==> config.mk <==
export PLATFORM = sky130hd
export DESIGN_NAME = dca_matrix_row_wdata_serializer_flat
export DESIGN_NICKNAME = d
export VERILOG_FILES = /design/src/rtl/dca_matrix_lsu_pkg.sv /design/src/rtl/dca_matrix_row_wdata_serializer_if.sv /design/src/rtl/dca_row_strb_gen.sv /design/src/rtl/dca_matrix_row_wdata_serializer.sv /design/src/flat_wrapper.sv
export SDC_FILE = /design/constraint.sdc
export NUM_CORES = 1
export LEC_CHECK = 0
export CORE_ASPECT_RATIO = 0.9
export CORE_MARGIN = 3
export CORE_UTILIZATION = 45
export DETAILED_ROUTE_END_ITERATION = 16
export HOLD_SLACK_MARGIN = 0.02
export PLACE_DENSITY = 0.81
export SYNTH_ARGS = -nofsm -noshare
export SYNTH_HDL_FRONTEND = slang
export SYNTH_SLANG_ARGS = --single-unit
==> constraint.sdc <==
create_clock -name clk -period 3.9 [get_ports clk]
set_clock_uncertainty 0.1 [all_clocks]
set_input_delay 0.975 -clock clk [delete_from_list [all_inputs] [get_ports clk]]
set_output_delay 0.975 -clock clk [all_outputs]
set_load 0.02 [all_outputs]
==> src/rtl/dca_matrix_lsu_pkg.sv <==
// Shared matrix-LSU types and element-size/beat-count helpers.
// Latency: n/a (types and pure functions only).
// Backpressure: n/a.
package dca_matrix_lsu_pkg;

    typedef enum logic {
        ST_IDLE = 1'b0,
        ST_SEND = 1'b1
    } row_ser_state_e;

    function automatic int axi_strb_bits(input int bw_axi_data);
        return bw_axi_data / 8;
    endfunction

    // Encodings above 5 fall back to 32-bit elements.
    function automatic int elem_bits(input logic [2:0] lsa_p3);
        return (lsa_p3 > 3'd5) ? 32 : (1 << lsa_p3);
    endfunction

    function automatic int row_num_beats(input logic [2:0] lsa_p3, input int num_col,
                                         input int bw_axi_data);
        int row_bytes;
        int beats;
        row_bytes = (num_col * elem_bits(lsa_p3) + 7) / 8;
        if (row_bytes < 1) row_bytes = 1;
        beats = (row_bytes + axi_strb_bits(bw_axi_data) - 1) / axi_strb_bits(bw_axi_data);
        if (beats < 1) beats = 1;
        return beats;
    endfunction

endpackage

==> src/rtl/dca_matrix_row_wdata_serializer_if.sv <==
// Row-in / AXI-W-out bundle for the row write-data serializer.
// Latency: n/a (wires only).
// Backpressure: row_valid/row_ready on input side, wvalid/wready on output side.
interface dca_matrix_row_wdata_serializer_if #(
    parameter int BW_AXI_DATA    = 32,
    parameter int MATRIX_NUM_COL = 4,
    parameter int BW_ROW_BUFFER  = 32 * MATRIX_NUM_COL,
    parameter int BW_TXN_INFO    = 16
);
    logic                      row_valid;
    logic                      row_ready;
    logic [BW_ROW_BUFFER-1:0]  row_data;
    logic [2:0]                row_elem_lsa_p3;
    logic [MATRIX_NUM_COL-1:0] row_col_mask;
    logic [BW_TXN_INFO-1:0]    row_txn_info;

    logic                      wvalid;
    logic                      wready;
    logic [BW_AXI_DATA-1:0]    wdata;
    logic [BW_AXI_DATA/8-1:0]  wstrb;
    logic                      wlast;
    logic [BW_TXN_INFO-1:0]    wtxn_info;

    modport slave (
        input  row_valid, row_data, row_elem_lsa_p3, row_col_mask, row_txn_info, wready,
        output row_ready, wvalid, wdata, wstrb, wlast, wtxn_info
    );

    modport master (
        output row_valid, row_data, row_elem_lsa_p3, row_col_mask, row_txn_info, wready,
        input  row_ready, wvalid, wdata, wstrb, wlast, wtxn_info
    );
endinterface

==> src/rtl/dca_row_strb_gen.sv <==
// Column mask + element size -> per-byte write strobes for a packed row.
// Latency: combinational.
// Backpressure: none.
module dca_row_strb_gen
    import dca_matrix_lsu_pkg::*;
#(
    parameter int MATRIX_NUM_COL = 4,
    parameter int BW_ROW_BUFFER  = 32 * MATRIX_NUM_COL
) (
    input  logic [2:0]                 lsa_p3,
    input  logic [MATRIX_NUM_COL-1:0]  col_mask,
    output logic [BW_ROW_BUFFER/8-1:0] row_strb
);
    int ebits;
    assign ebits = elem_bits(lsa_p3);

    // A byte is written if any enabled column's bit range overlaps it; bytes
    // past the packed row are never covered by a column, so stay clear.
    always_comb begin
        row_strb = '0;
        for (int k = 0; k < BW_ROW_BUFFER / 8; k++) begin
            for (int i = 0; i < MATRIX_NUM_COL; i++) begin
                if (col_mask[i] && (ebits * i < 8 * k + 8) && (ebits * (i + 1) > 8 * k))
                    row_strb[k] = 1'b1;
            end
        end
    end
endmodule

==> src/rtl/dca_matrix_row_wdata_serializer.sv <==
// Splits one packed row per handshake into AXI W beats with wstrb/wlast; optional DCA_ROW_WDATA_STALL_COUNT_EN stall counter.
// Latency: row accepted at edge N shows beat 0 in cycle N+1; back-to-back rows without bubble.
// Backpressure: outputs held while wvalid & !wready; row_ready only in IDLE or on the last-beat handshake.
module dca_matrix_row_wdata_serializer
    import dca_matrix_lsu_pkg::*;
#(
    parameter int BW_AXI_DATA    = 32,
    parameter int MATRIX_NUM_COL = 4,
    parameter int BW_ROW_BUFFER  = 32 * MATRIX_NUM_COL,
    parameter int BW_TXN_INFO    = 16
) (
    input  logic        clk,
    input  logic        rstnn,
    input  logic        clear,
    dca_matrix_row_wdata_serializer_if.slave bus,
    output logic [31:0] stall_count
);
    localparam int BW_AXI_STRB = axi_strb_bits(BW_AXI_DATA);
    localparam int BW_ROW_STRB = BW_ROW_BUFFER / 8;
    localparam int MAX_BEATS   = (BW_ROW_BUFFER + BW_AXI_DATA - 1) / BW_AXI_DATA;
    localparam int BEAT_W      = (MAX_BEATS > 1) ? $clog2(MAX_BEATS) : 1;
    localparam int PAD_DATA    = MAX_BEATS * BW_AXI_DATA;
    localparam int PAD_STRB    = MAX_BEATS * BW_AXI_STRB;

    row_ser_state_e          state_q, state_d;
    logic [PAD_DATA-1:0]     row_data_q, row_data_d, row_data_pad;
    logic [PAD_STRB-1:0]     row_strb_q, row_strb_d, row_strb_pad;
    logic [BW_ROW_STRB-1:0]  row_strb_new;
    logic [BEAT_W-1:0]       beat_idx_q, beat_idx_d, last_idx_q, last_idx_d, beat_nxt;
    logic                    wvalid_q, wvalid_d, wlast_q, wlast_d;
    logic [BW_AXI_DATA-1:0]  wdata_q, wdata_d;
    logic [BW_AXI_STRB-1:0]  wstrb_q, wstrb_d;
    logic [BW_TXN_INFO-1:0]  wtxn_q, wtxn_d;
    logic                    row_ready, w_fire, row_accept;

    dca_row_strb_gen #(
        .MATRIX_NUM_COL (MATRIX_NUM_COL),
        .BW_ROW_BUFFER  (BW_ROW_BUFFER)
    ) u_strb_gen (
        .lsa_p3   (bus.row_elem_lsa_p3),
        .col_mask (bus.row_col_mask),
        .row_strb (row_strb_new)
    );

    // Gating with clear keeps the handshake honest: a row offered alongside
    // clear is never seen as accepted.
    assign row_ready = !clear && ((state_q == ST_IDLE) || (wlast_q && bus.wready));

    always_comb begin
        row_data_pad = '0;
        row_data_pad[BW_ROW_BUFFER-1:0] = bus.row_data;
        row_strb_pad = '0;
        row_strb_pad[BW_ROW_STRB-1:0] = row_strb_new;
        w_fire     = wvalid_q && bus.wready;
        row_accept = bus.row_valid && row_ready;
        beat_nxt   = beat_idx_q + BEAT_W'(1);

        state_d    = state_q;
        row_data_d = row_data_q;
        row_strb_d = row_strb_q;
        beat_idx_d = beat_idx_q;
        last_idx_d = last_idx_q;
        wvalid_d   = wvalid_q;
        wlast_d    = wlast_q;
        wdata_d    = wdata_q;
        wstrb_d    = wstrb_q;
        wtxn_d     = wtxn_q;

        if (clear) begin
            state_d    = ST_IDLE;
            beat_idx_d = '0;
            wvalid_d   = 1'b0;
            wlast_d    = 1'b0;
        end else if (row_accept) begin
            state_d    = ST_SEND;
            row_data_d = row_data_pad;
            row_strb_d = row_strb_pad;
            last_idx_d = BEAT_W'(row_num_beats(bus.row_elem_lsa_p3, MATRIX_NUM_COL, BW_AXI_DATA) - 1);
            beat_idx_d = '0;
            wvalid_d   = 1'b1;
            wdata_d    = row_data_pad[BW_AXI_DATA-1:0];
            wstrb_d    = row_strb_pad[BW_AXI_STRB-1:0];
            wlast_d    = (last_idx_d == '0);
            wtxn_d     = bus.row_txn_info;
        end else if (w_fire) begin
            if (wlast_q) begin
                state_d  = ST_IDLE;
                wvalid_d = 1'b0;
                wlast_d  = 1'b0;
            end else begin
                beat_idx_d = beat_nxt;
                wdata_d    = row_data_q[int'(beat_nxt) * BW_AXI_DATA +: BW_AXI_DATA];
                wstrb_d    = row_strb_q[int'(beat_nxt) * BW_AXI_STRB +: BW_AXI_STRB];
                wlast_d    = (beat_nxt == last_idx_q);
            end
        end
    end

    always_ff @(posedge clk or negedge rstnn) begin
        if (!rstnn) begin
            state_q    <= ST_IDLE;
            row_data_q <= '0;
            row_strb_q <= '0;
            beat_idx_q <= '0;
            last_idx_q <= '0;
            wvalid_q   <= 1'b0;
            wlast_q    <= 1'b0;
            wdata_q    <= '0;
            wstrb_q    <= '0;
            wtxn_q     <= '0;
        end else begin
            state_q    <= state_d;
            row_data_q <= row_data_d;
            row_strb_q <= row_strb_d;
            beat_idx_q <= beat_idx_d;
            last_idx_q <= last_idx_d;
            wvalid_q   <= wvalid_d;
            wlast_q    <= wlast_d;
            wdata_q    <= wdata_d;
            wstrb_q    <= wstrb_d;
            wtxn_q     <= wtxn_d;
        end
    end

    assign bus.row_ready = row_ready;
    assign bus.wvalid    = wvalid_q;
    assign bus.wdata     = wdata_q;
    assign bus.wstrb     = wstrb_q;
    assign bus.wlast     = wlast_q;
    assign bus.wtxn_info = wtxn_q;

`ifdef DCA_ROW_WDATA_STALL_COUNT_EN
    logic [31:0] stall_count_q, stall_count_d;

    always_comb begin
        stall_count_d = stall_count_q;
        if (clear)
            stall_count_d = '0;
        else if (wvalid_q && !bus.wready && (stall_count_q != '1))
            stall_count_d = stall_count_q + 32'd1;
    end

    always_ff @(posedge clk or negedge rstnn) begin
        if (!rstnn) stall_count_q <= '0;
        else        stall_count_q <= stall_count_d;
    end

    assign stall_count = stall_count_q;
`else
    assign stall_count = '0;
`endif
endmodule

==> src/flat_wrapper.sv <==
// flat-port wrapper written by rule: the top's interface ports become plain ports
module dca_matrix_row_wdata_serializer_flat import dca_matrix_lsu_pkg::*;
#(
    parameter int BW_AXI_DATA    = 32,
    parameter int MATRIX_NUM_COL = 4,
    parameter int BW_ROW_BUFFER  = 32 * MATRIX_NUM_COL,
    parameter int BW_TXN_INFO    = 16
)
  (clk, rstnn, clear, stall_count, bus_row_valid, bus_row_data, bus_row_elem_lsa_p3, bus_row_col_mask, bus_row_txn_info, bus_wready, bus_row_ready, bus_wvalid, bus_wdata, bus_wstrb, bus_wlast, bus_wtxn_info);
  dca_matrix_row_wdata_serializer_if #(.BW_AXI_DATA(BW_AXI_DATA), .MATRIX_NUM_COL(MATRIX_NUM_COL), .BW_ROW_BUFFER(BW_ROW_BUFFER), .BW_TXN_INFO(BW_TXN_INFO)) bus_i ();
  input  logic clk;
  input  logic rstnn;
  input  logic clear;
  output logic [31:0] stall_count;
  input wire logic [$bits(bus_i.row_valid)-1:0] bus_row_valid;
  input wire logic [$bits(bus_i.row_data)-1:0] bus_row_data;
  input wire logic [$bits(bus_i.row_elem_lsa_p3)-1:0] bus_row_elem_lsa_p3;
  input wire logic [$bits(bus_i.row_col_mask)-1:0] bus_row_col_mask;
  input wire logic [$bits(bus_i.row_txn_info)-1:0] bus_row_txn_info;
  input wire logic [$bits(bus_i.wready)-1:0] bus_wready;
  output wire logic [$bits(bus_i.row_ready)-1:0] bus_row_ready;
  output wire logic [$bits(bus_i.wvalid)-1:0] bus_wvalid;
  output wire logic [$bits(bus_i.wdata)-1:0] bus_wdata;
  output wire logic [$bits(bus_i.wstrb)-1:0] bus_wstrb;
  output wire logic [$bits(bus_i.wlast)-1:0] bus_wlast;
  output wire logic [$bits(bus_i.wtxn_info)-1:0] bus_wtxn_info;
  assign bus_i.row_valid = bus_row_valid;
  assign bus_i.row_data = bus_row_data;
  assign bus_i.row_elem_lsa_p3 = bus_row_elem_lsa_p3;
  assign bus_i.row_col_mask = bus_row_col_mask;
  assign bus_i.row_txn_info = bus_row_txn_info;
  assign bus_i.wready = bus_wready;
  assign bus_row_ready = bus_i.row_ready;
  assign bus_wvalid = bus_i.wvalid;
  assign bus_wdata = bus_i.wdata;
  assign bus_wstrb = bus_i.wstrb;
  assign bus_wlast = bus_i.wlast;
  assign bus_wtxn_info = bus_i.wtxn_info;
  dca_matrix_row_wdata_serializer #(.BW_AXI_DATA(BW_AXI_DATA), .MATRIX_NUM_COL(MATRIX_NUM_COL), .BW_ROW_BUFFER(BW_ROW_BUFFER), .BW_TXN_INFO(BW_TXN_INFO)) u_core (.clk(clk), .rstnn(rstnn), .clear(clear), .bus(bus_i), .stall_count(stall_count));
endmodule
==> metrics.cfg, run 1 <==
[cells_and_area]
drive_gt1_share_pct = 15.70
final_cells = 1981
synthToLayoutAreaGrowth_pct = 37.01
final_cell_mix = nand2_1 (498), clkdlybuf4s50_1 (207), dfrtp_1 (200)
fin_nets = 1824
fillers = 1928
multiInputGateArea_um2 = 6143
final_common_cell = nand2_1
seq_area_um2 = 5057
final_area_um2 = 15660

[worst_setup_path]
crit_slowest_cell = or4_1
worst-setup-path-type = in -> reg
cp.required_ns = 4.17
cp_cell_sequence = clkdlybuf4s50_1 -> buf_4 -> nor3b_4 -> inv_2 -> ha_4 -> ha_4 -> fa_2 -> a21o_1 -> a211o_1 -> a21boi_4 -> or4_1 -> a311o_1
worst_setup_path_end_kind = flip-flop
crit_top_cell = ha_4
worstPathArrival_ns = 4.09
cp-start-kind = input pin
cpPeakStageDelay_ns = 0.45
cp_top_family = compound AO/OA/AOI/OAI gates
cp.depth = 12
r2r_end = u_core.row_strb_q[12]
cp_num_buf_inv = 3
reg2reg_setup_slack_ns = 1.49
path_max_fanout = 7
rr_worst_depth = 7
r2r-start = u_core.bus.wlast

[detailed_routing]
dr.pass1.iters = 6
ant_nets = 0
drt_iter0_markers = 1069
vias = 11170
routed_wl_mm = 39.12
viasPerCell = 5.641
wl_per_cell_um = 19.75
route.detailed.drc = 0

[placement]
dp_hpwl_mm = 27.90
place_inst = 1939
pre_cts_slack_ns = -0.6135
port_buffers = 210
dpl-instance-area_um2 = 14770
finalWeightedCongestion = 0.9981

[power_and_ir_drop]
total_power_mw = 6.485
irDropWorstVdd_uv = 283.9
powerDensity_nw_per_um2 = 414.2
power_leakage_nw = 7.300

[sta]
drv_slew = 0
rsz0062_at_grt = yes
finalSetupViolations = 0
relSlewSlack_pct = 43.10
finalCritPeriodShare_pct = 97.96
clock.fmax_mhz = 261.7
setup_slack_ns = 0.07948
hold_violations = 0
fin_crit_ns = 3.821
worstMarginPinSlew_ns = 0.8504

[global_route]
grt_usage_pct = 27.67
grt_pass1_wl_mm = 60.49
grt_max_degree = 115
grt_pass1_vias = 10950
grt_overflow_total = 0
antenna_found_initial = 1

[hold_path]
worstHoldPathCells = 2
holdCritPathClass = reg -> reg
min-delay-start = u_core.row_data_q[51]
min_to = u_core.row_data_q[51]

[cts]
cts_tree = built
cts_root_buffer = clkbuf_16
cts_buffer_depth = 3
h-tree-depth = 1
worstSkewPairLatency_ns = 0.49
clk_pin_slew_ns = 0.06
clkSinkCount = 202
cts_buffers = 20

[synth]
yosys_warnings = 0
synth_area_leaders = dfrtp_1 (44%), nand2_1 (16%), mux4_2 (5.9%), ha_1 (4.1%), a21oi_1 (2.5%)
ys_seq_area_share_pct = 44.24
ys_seq_elements = 202
ys.flop_type = dfrtp_1
async_flop_share_pct = 100.0
ys_types = 85
synth_top_area_share_pct = 44.24
avgSynthCellArea_um2 = 8.644
synth_cells = 1322
synth_edf_count = 0
synth.largest_area_cell = dfrtp_1
syn-cell-area_um2 = 11430

[job]
drv_cap = 0

[floorplanning]
die_y_um = 157.2
start_util_pct = 46.46
core_area_um2 = 24590
rows = 54
dieArea_um2 = 27340
die_w_um = 174.0
num_io_pins = 243

[run_status]
status = completed

-- stage by stage --
step | util, % | TNS [ns] | hold slack [ns]
6_report | 63.66 | 0 | 0.3742
2_1_floorplan | - | -0.8510 | 0.3403
4_1_cts | 62.88 | 0 | 0.3759
3_3_place_gp | 60.06 | -8.264 | 0.3517
3_5_place_dp | 60.06 | -9.436 | 0.3570
5_1_grt | 63.65 | -0.1001 | 0.3922
-- worst register-to-register path: cells and delay by family (launching register included) --
kind / cells / cell delay (ns)
buffers and inverters: 3 / 0.86
flip-flops: 1 / 0.48
AND/OR/NAND/NOR: 1 / 0.28
AO/OA/AOI/OAI: 3 / 0.58
-- area by class of cell --
cell class	instances	area share, %
diodes	2	0.03197
inverters	21	0.5035
clock inverters	5	0.5195
multi-input cells	1027	39.24
flip-flops and latches	202	32.30
clock buffers	30	3.828
repair buffers	358	20.89
well taps	336	2.685
-- worst max path at each step --
stage                                 startpoint                    to  slack [ns]
after detailed placement  bus_row_elem_lsa_p3[1]   u_core.bus.wstrb[2]       -0.61
after global routing      bus_row_elem_lsa_p3[2]  u_core.row_strb_q[9]       -0.02
final                     bus_row_elem_lsa_p3[2]  u_core.row_strb_q[5]        0.08
after global placement    bus_row_elem_lsa_p3[1]   u_core.bus.wstrb[2]       -0.53
after CTS                 bus_row_elem_lsa_p3[1]  u_core.row_strb_q[5]       0.004
after floorplan           bus_row_elem_lsa_p3[0]  u_core.row_strb_q[5]       -0.14
-- per-layer routing --
layer	vias to the layer above	wire, um	track usage, %
li1	5064	-	-
met3	108	3690	6.585
met4	0	1382	9.763
met5	-	0	0
met2	594	17820	42.97
met1	5408	16230	38.32
-- cells in the mapped netlist, types with 8 or more instances --
master and instances:
o211ai_1 8, nand3_1 23, dfrtp_1 202, nand2_1 500, nor3_1 19, ha_1 37
buf_2 9, inv_1 19, o21ai_0 49, buf_4 32, a31oi_1 16, buf_1 14
nand4_1 10, nor2_1 57, mux4_2 30, a21oi_1 56, mux2i_1 24, clkbuf_1 59
-- cell families after synthesis --
| logic type | after synthesis | share of synthesized area, % |
|---|---|---|
| adders and majority gates | 38 | 4.226 |
| AOI/OAI and AO/OA | 227 | 13.36 |
| buffers and inverters | 137 | 5.781 |
| DFF | 202 | 44.24 |
| other | 2 | 0.06572 |
| and+or+nand+nor | 654 | 23.71 |
| muxes | 54 | 8.015 |
| xor gates and xnor gates | 8 | 0.6132 |
-- report_power, final --
| part | internal (mW) | switching, mW | leakage [nW] |
|---|---|---|---|
| logic | 0.832 | 0.951 | 4.52 |
| clock network | 1.20 | 0.812 | 0.330 |
| registers | 2.46 | 0.231 | 2.45 |
-- what timing repair did --
| item | in CTS | in global routing |
|---|---|---|
| gates cloned | 0 | 0 |
| pin swaps | 2 | 10 |
| setup buffers | 1 | 4 |
| hold endpoints to repair | 0 | 0 |
| gates resized for setup | 3 | 30 |
| setup endpoints to repair | 9 | 17 |
| hold buffers | 0 | 0 |
-- registers in the layout, indices dropped and copies added (netlist names) --
signal,cells
u_core.beat_idx_q,2
u_core.bus.wdata,32
u_core.bus.wlast,1
u_core.bus.wstrb,4
u_core.bus.wtxn_info,16
u_core.bus.wvalid,1
u_core.last_idx_q,2
u_core.row_data_q,128
u_core.row_strb_q,16
No activity file was read; power rests on OpenSTA's default activity.
==> run 2, diff against run 1 <==
CORE_UTILIZATION = 40   (was 45)
PLACE_DENSITY = 0.74   (was 0.81)
==> run 2 against run 1 <==
  * Clock power is 9% lower
  * Register-to-register slack got worse by 0.38 ns
  * Worst hold slack got worse by 0.0031 ns
  * Non-clock buffer count down 2
  * Fmax increased by 1.4%
  * Core utilization fell by 8.3 points
  * Sequential share of layout area rose by 0.32 points
  * Power is 3.7% lower
  * Flip-flop and latch count unchanged
  * Via count is 3.1% lower
  * Count of clock-buffer cells in the layout is 6 lower
  * Final area shrank 0.98%
  * Critical endpoint is now u_core.bus.wstrb[0]
==> metrics.cfg, run 2 (synthesis gave the netlist of run 1 again) <==
[worst_setup_path]
cp-start-kind = input pin
worst-setup-path-type = in -> reg
path_max_fanout = 4
cp.required_ns = 4.20
worstPathArrival_ns = 4.06
worst_setup_path_end_kind = flip-flop

[cts]
cts_buffers = 19
cts_tree = built
clk_pin_slew_ns = 0.07
cts_buffer_depth = 3
cts_root_buffer = clkbuf_16
cts_hold_buf = 0
clkSinkCount = 202
h-tree-depth = 1
worstSkewPairLatency_ns = 0.48

[cells_and_area]
fillers = 2486
final_cell_mix = nand2_1 (498), clkdlybuf4s50_1 (206), dfrtp_1 (200)
largest_reg_flops = 128
fin_nets = 1821
final_area_um2 = 15500
final_util_pct = 55.34
final_common_cell = nand2_1
synthToLayoutAreaGrowth_pct = 35.66
drive_gt1_share_pct = 15.16
largest-register = u_core.row_data_q

[global_route]
antenna_found_initial = 2
grt_overflow_total = 0
grt_usage_pct = 24.60
grt_pass1_vias = 10830
grt_max_degree = 97
grt_pass1_wl_mm = 60.62

[detailed_routing]
wl_per_cell_um = 19.17
route.detailed.drc = 0
drt_iter0_markers = 884
ant_nets = 0
vias = 10830
viasPerCell = 5.419
routed_wl_mm = 38.31
dr.pass1.iters = 6

[sta]
hold_violations = 0
drv_slew = 0
fin_crit_ns = 3.766
setup_tns_ns = 0
worstMarginPinSlew_ns = 0.9042
relSlewSlack_pct = 39.31
finalSetupViolations = 0
rsz0062_at_grt = yes
clock.fmax_mhz = 265.5
finalCritPeriodShare_pct = 96.57

[floorplanning]
dieArea_um2 = 30630
core_area_um2 = 28010
rows = 58
die_y_um = 166.3
start_util_pct = 40.79
die_w_um = 184.2
num_io_pins = 243

[run_status]
status = completed

[power_and_ir_drop]
total_power_mw = 6.248
power_leakage_nw = 7.245
irDropWorstVdd_uv = 280.5
powerDensity_nw_per_um2 = 403.0

[placement]
dp_hpwl_mm = 28.02
port_buffers = 210
dpl-instance-area_um2 = 14810
finalWeightedCongestion = 0.9730

[hold_path]
holdCritPathClass = reg -> reg

[job]
drv_cap = 0

-- run 2: area by class of cell --
cell class,count,area (um^2),area share [%]
inverters,21,78.83,0.5085
clock inverters,6,57.56,0.3713
diodes,2,5.005,0.03228
well taps,360,450.4,2.906
flip-flops and latches,202,5057,32.62
repair buffers,356,3256,21.00
multi-input cells,1027,6063,39.11
clock buffers,24,534.3,3.446
-- run 2: worst paths after layout --
path | startpoint | endpoint | slack [ns] | cells past startpoint
setup reg to reg | u_core.bus.wlast | u_core.row_data_q[127] | 1.11 | 7
hold / removal | u_core.row_data_q[64] | u_core.row_data_q[64] | 0.37 | 2
min in group asynchronous | rstnn | u_core.row_data_q[121] | 0.39 | 1
max in group asynchronous | rstnn | u_core.bus.wtxn_info[12] | 2.39 | 2
hold reg to reg | u_core.row_data_q[64] | u_core.row_data_q[64] | 0.37 | 2
setup / recovery | bus_row_elem_lsa_p3[2] | u_core.bus.wstrb[0] | 0.13 | 11
-- run 2: repair_timing --
item	CTS	global route
gates resized for setup	18	2
buffers inserted	4	0
endpoints found under the setup margin	14	11
pin swaps	15	2
-- run 2: power breakdown --
| group | switching [mW] | total [mW] | internal, mW |
|---|---|---|---|
| registers | 0.231 | 2.69 | 2.46 |
| clock network | 0.788 | 1.82 | 1.03 |
| logic | 0.916 | 1.74 | 0.822 |
| total | 1.94 | 6.25 | 4.31 |
-- run 2: routing by layer --
layer / up-vias / global-route usage [%] / wire [um]
li1: 5047 / - / -
met1: 5247 / 34.79 / 16750
met2: 460 / 38.34 / 17370
met3: 73 / 5.366 / 3062
met4: 0 / 6.802 / 1120
met5: - / 0 / 0
-- run 2: worst max-delay path: stages --
cell           delay (ns)
dlygate4sd2_1        0.28
or3b_4               0.45
ha_4                 0.26
ha_4                 0.16
fa_2                 0.33
a21o_1               0.21
a2111o_1             0.43
a211o_1              0.38
nor4b_4              0.30
o21ai_2              0.11
a32oi_1              0.17
-- run 2: stage by stage --
step | setup slack (ns) | cells | hold WS, ns
global route | -0.01971 | 1998 | 0.3929
finish | 0.1337 | 1998 | 0.3711
CTS | 0.1115 | 1996 | 0.3726
global placement | -0.5403 | 1962 | 0.3516
floorplan | -0.1407 | 1366 | 0.3403
detailed placement | -0.6460 | 1962 | 0.3571
==> run 3, diff against run 2 <==
ABC_CLOCK_PERIOD_IN_PS = 3900   (was unset)
CORE_ASPECT_RATIO = 0.75   (was 0.9)
==> run 3 against run 2 <==
  * Global-route usage shrank 0.34 points
  * Count of clock-buffer cells in the layout grew 7
  * Fmax grew 3.6%
  * Largest cell class unchanged
==> metrics.cfg, run 3 (synthesis gave the netlist of run 1 again) <==
[run_status]
status = completed

[global_route]
grt_usage_pct = 24.26
grt_pass1_wl_mm = 60.10
grt_max_degree = 83
antenna_found_initial = 1
grt_overflow_total = 0
grt_pass1_vias = 10640

[power_and_ir_drop]
powerDensity_nw_per_um2 = 412.0
switchingPower_mw = 1.999
p_seq_share_pct = 41.7
power_leakage_nw = 7.234
p_int_mw = 4.428
swShare_pct = 31.10
clockPowerShare_pct = 31.0
total_power_mw = 6.427
irDropWorstVdd_uv = 264.2
combPwrFrac_pct = 27.3

[cts]
cts_hold_buf = 0
clk_pin_slew_ns = 0.08
cts_buffers = 21
h-tree-depth = 1
worstSkewPairLatency_ns = 0.51
cts_tree = built
clkSinkCount = 202
cts_buffer_depth = 3
cts_root_buffer = clkbuf_16

[cells_and_area]
final_area_um2 = 15600
synthToLayoutAreaGrowth_pct = 36.52
fillers = 2398
final_cell_mix = nand2_1 (498), clkdlybuf4s50_1 (206), dfrtp_1 (200)
final_cells = 2004
seq_area_um2 = 5057
fin_nets = 1805
drive_gt1_share_pct = 14.52
largest_reg_flops = 128
final_common_cell = nand2_1
largest-register = u_core.row_data_q
final_util_pct = 56.68
multiInputGateArea_um2 = 6147

[detailed_routing]
route.detailed.drc = 0
viasPerCell = 5.312
vias = 10650
drt_iter0_markers = 890
routed_wl_mm = 38.23
dr.pass1.iters = 5
ant_nets = 0
wl_per_cell_um = 19.08

[sta]
setup_slack_ns = 0.2646
hold_violations = 0
whs_ns = 0.3726
fin_crit_ns = 3.635
clock.fmax_mhz = 275.1
worstMarginPinSlew_ns = 0.9413
setup_tns_ns = 0
relSlewSlack_pct = 37.01
finalSetupViolations = 0
drv_slew = 0
rsz0062_at_grt = no
finalCritPeriodShare_pct = 93.22

[placement]
dpl-instance-area_um2 = 14730
dp_hpwl_mm = 27.85
finalWeightedCongestion = 0.9826
place_inst = 1962
pre_cts_slack_ns = -0.6600
port_buffers = 210

[floorplanning]
start_util_pct = 41.52
core_area_um2 = 27520
die_y_um = 152.4
rows = 52
die_w_um = 201.2
num_io_pins = 243
dieArea_um2 = 30650

[worst_setup_path]
cp-start-kind = input pin
cp.required_ns = 4.20
worst_setup_path_end_kind = flip-flop
rr_worst_depth = 8
worstPathArrival_ns = 3.94
path_max_fanout = 5
worst-setup-path-type = in -> reg

[hold_path]
worstHoldPathCells = 2
holdCritPathClass = reg -> reg

[job]
drv_cap = 0

run 3: cell types whose count changed in the layout (fill, tap and decap cells not counted), moves of 3 or more:
cell,delta
clkbuf_1,+5
buf_12,+3
buf_4,-22
clkinv_2,-3
inv_6,+3
run 3: power groups by stage:
stage | Sequential, mW | Combinational, mW | Clock (mW)
5_1_grt | 2.72 | 1.92 | 2.11
3_3_place_gp | 2.69 | 1.68 | 0
4_1_cts | 2.68 | 1.72 | 2.03
6_report | 2.68 | 1.75 | 1.99
3_5_place_dp | 2.71 | 1.70 | 0
2_1_floorplan | 2.78 | 0.823 | 0
run 3: what timing repair did:
| item | 4_1_cts | 5_1_grt |
|---|---|---|
| hold endpoints to repair | 0 | 0 |
| gates resized for setup | 11 | 19 |
| setup endpoints to repair | 13 | 14 |
| pin swaps | 7 | 14 |
| buffers inserted | 3 | 1 |
| gates cloned | 0 | 0 |
run 3: layout make-up:
cell class / count / area share, %
Clock buffer: 31 / 3.866
Multi-Input combinational cell: 1027 / 39.40
Tap cell: 378 / 3.032
Inverter: 21 / 0.5053
Clock inverter: 6 / 0.4411
Antenna cell: 1 / 0.01604
Sequential cell: 202 / 32.42
Timing Repair Buffer: 338 / 20.32
run 3: worst paths after layout:
check                                            start                 endpoint  slack [ns]
worst min register to register   u_core.row_data_q[11]    u_core.row_data_q[11]        0.37
worst min-delay path             u_core.row_data_q[11]    u_core.row_data_q[11]        0.37
worst max-delay path            bus_row_elem_lsa_p3[1]     u_core.row_strb_q[5]        0.26
min in group asynchronous                        rstnn  u_core.bus.wtxn_info[5]        0.41
max in group asynchronous                        rstnn     u_core.beat_idx_q[1]        2.53
worst max register to register        u_core.bus.wlast     u_core.bus.wdata[14]        1.25
run 3: layer usage:
layer / part of all wire, % / vias up / global-route usage (%)
met1: 46 / 5148 / 35.36
met5: 0.024 / - / 0
li1: - / 5012 / -
met3: 8.5 / 62 / 6.492
met2: 43 / 422 / 36.39
met4: 2.4 / 2 / 5.445
run 3: worst max-delay path: stages:
cell and delay (ns):
dlygate4sd2_1 0.23, or3b_4 0.45, ha_4 0.24, ha_4 0.16, fa_2 0.35, a21o_1 0.22, buf_4 0.14, a211o_1 0.28
a21boi_4 0.17, or4_1 0.40, a311o_1 0.31
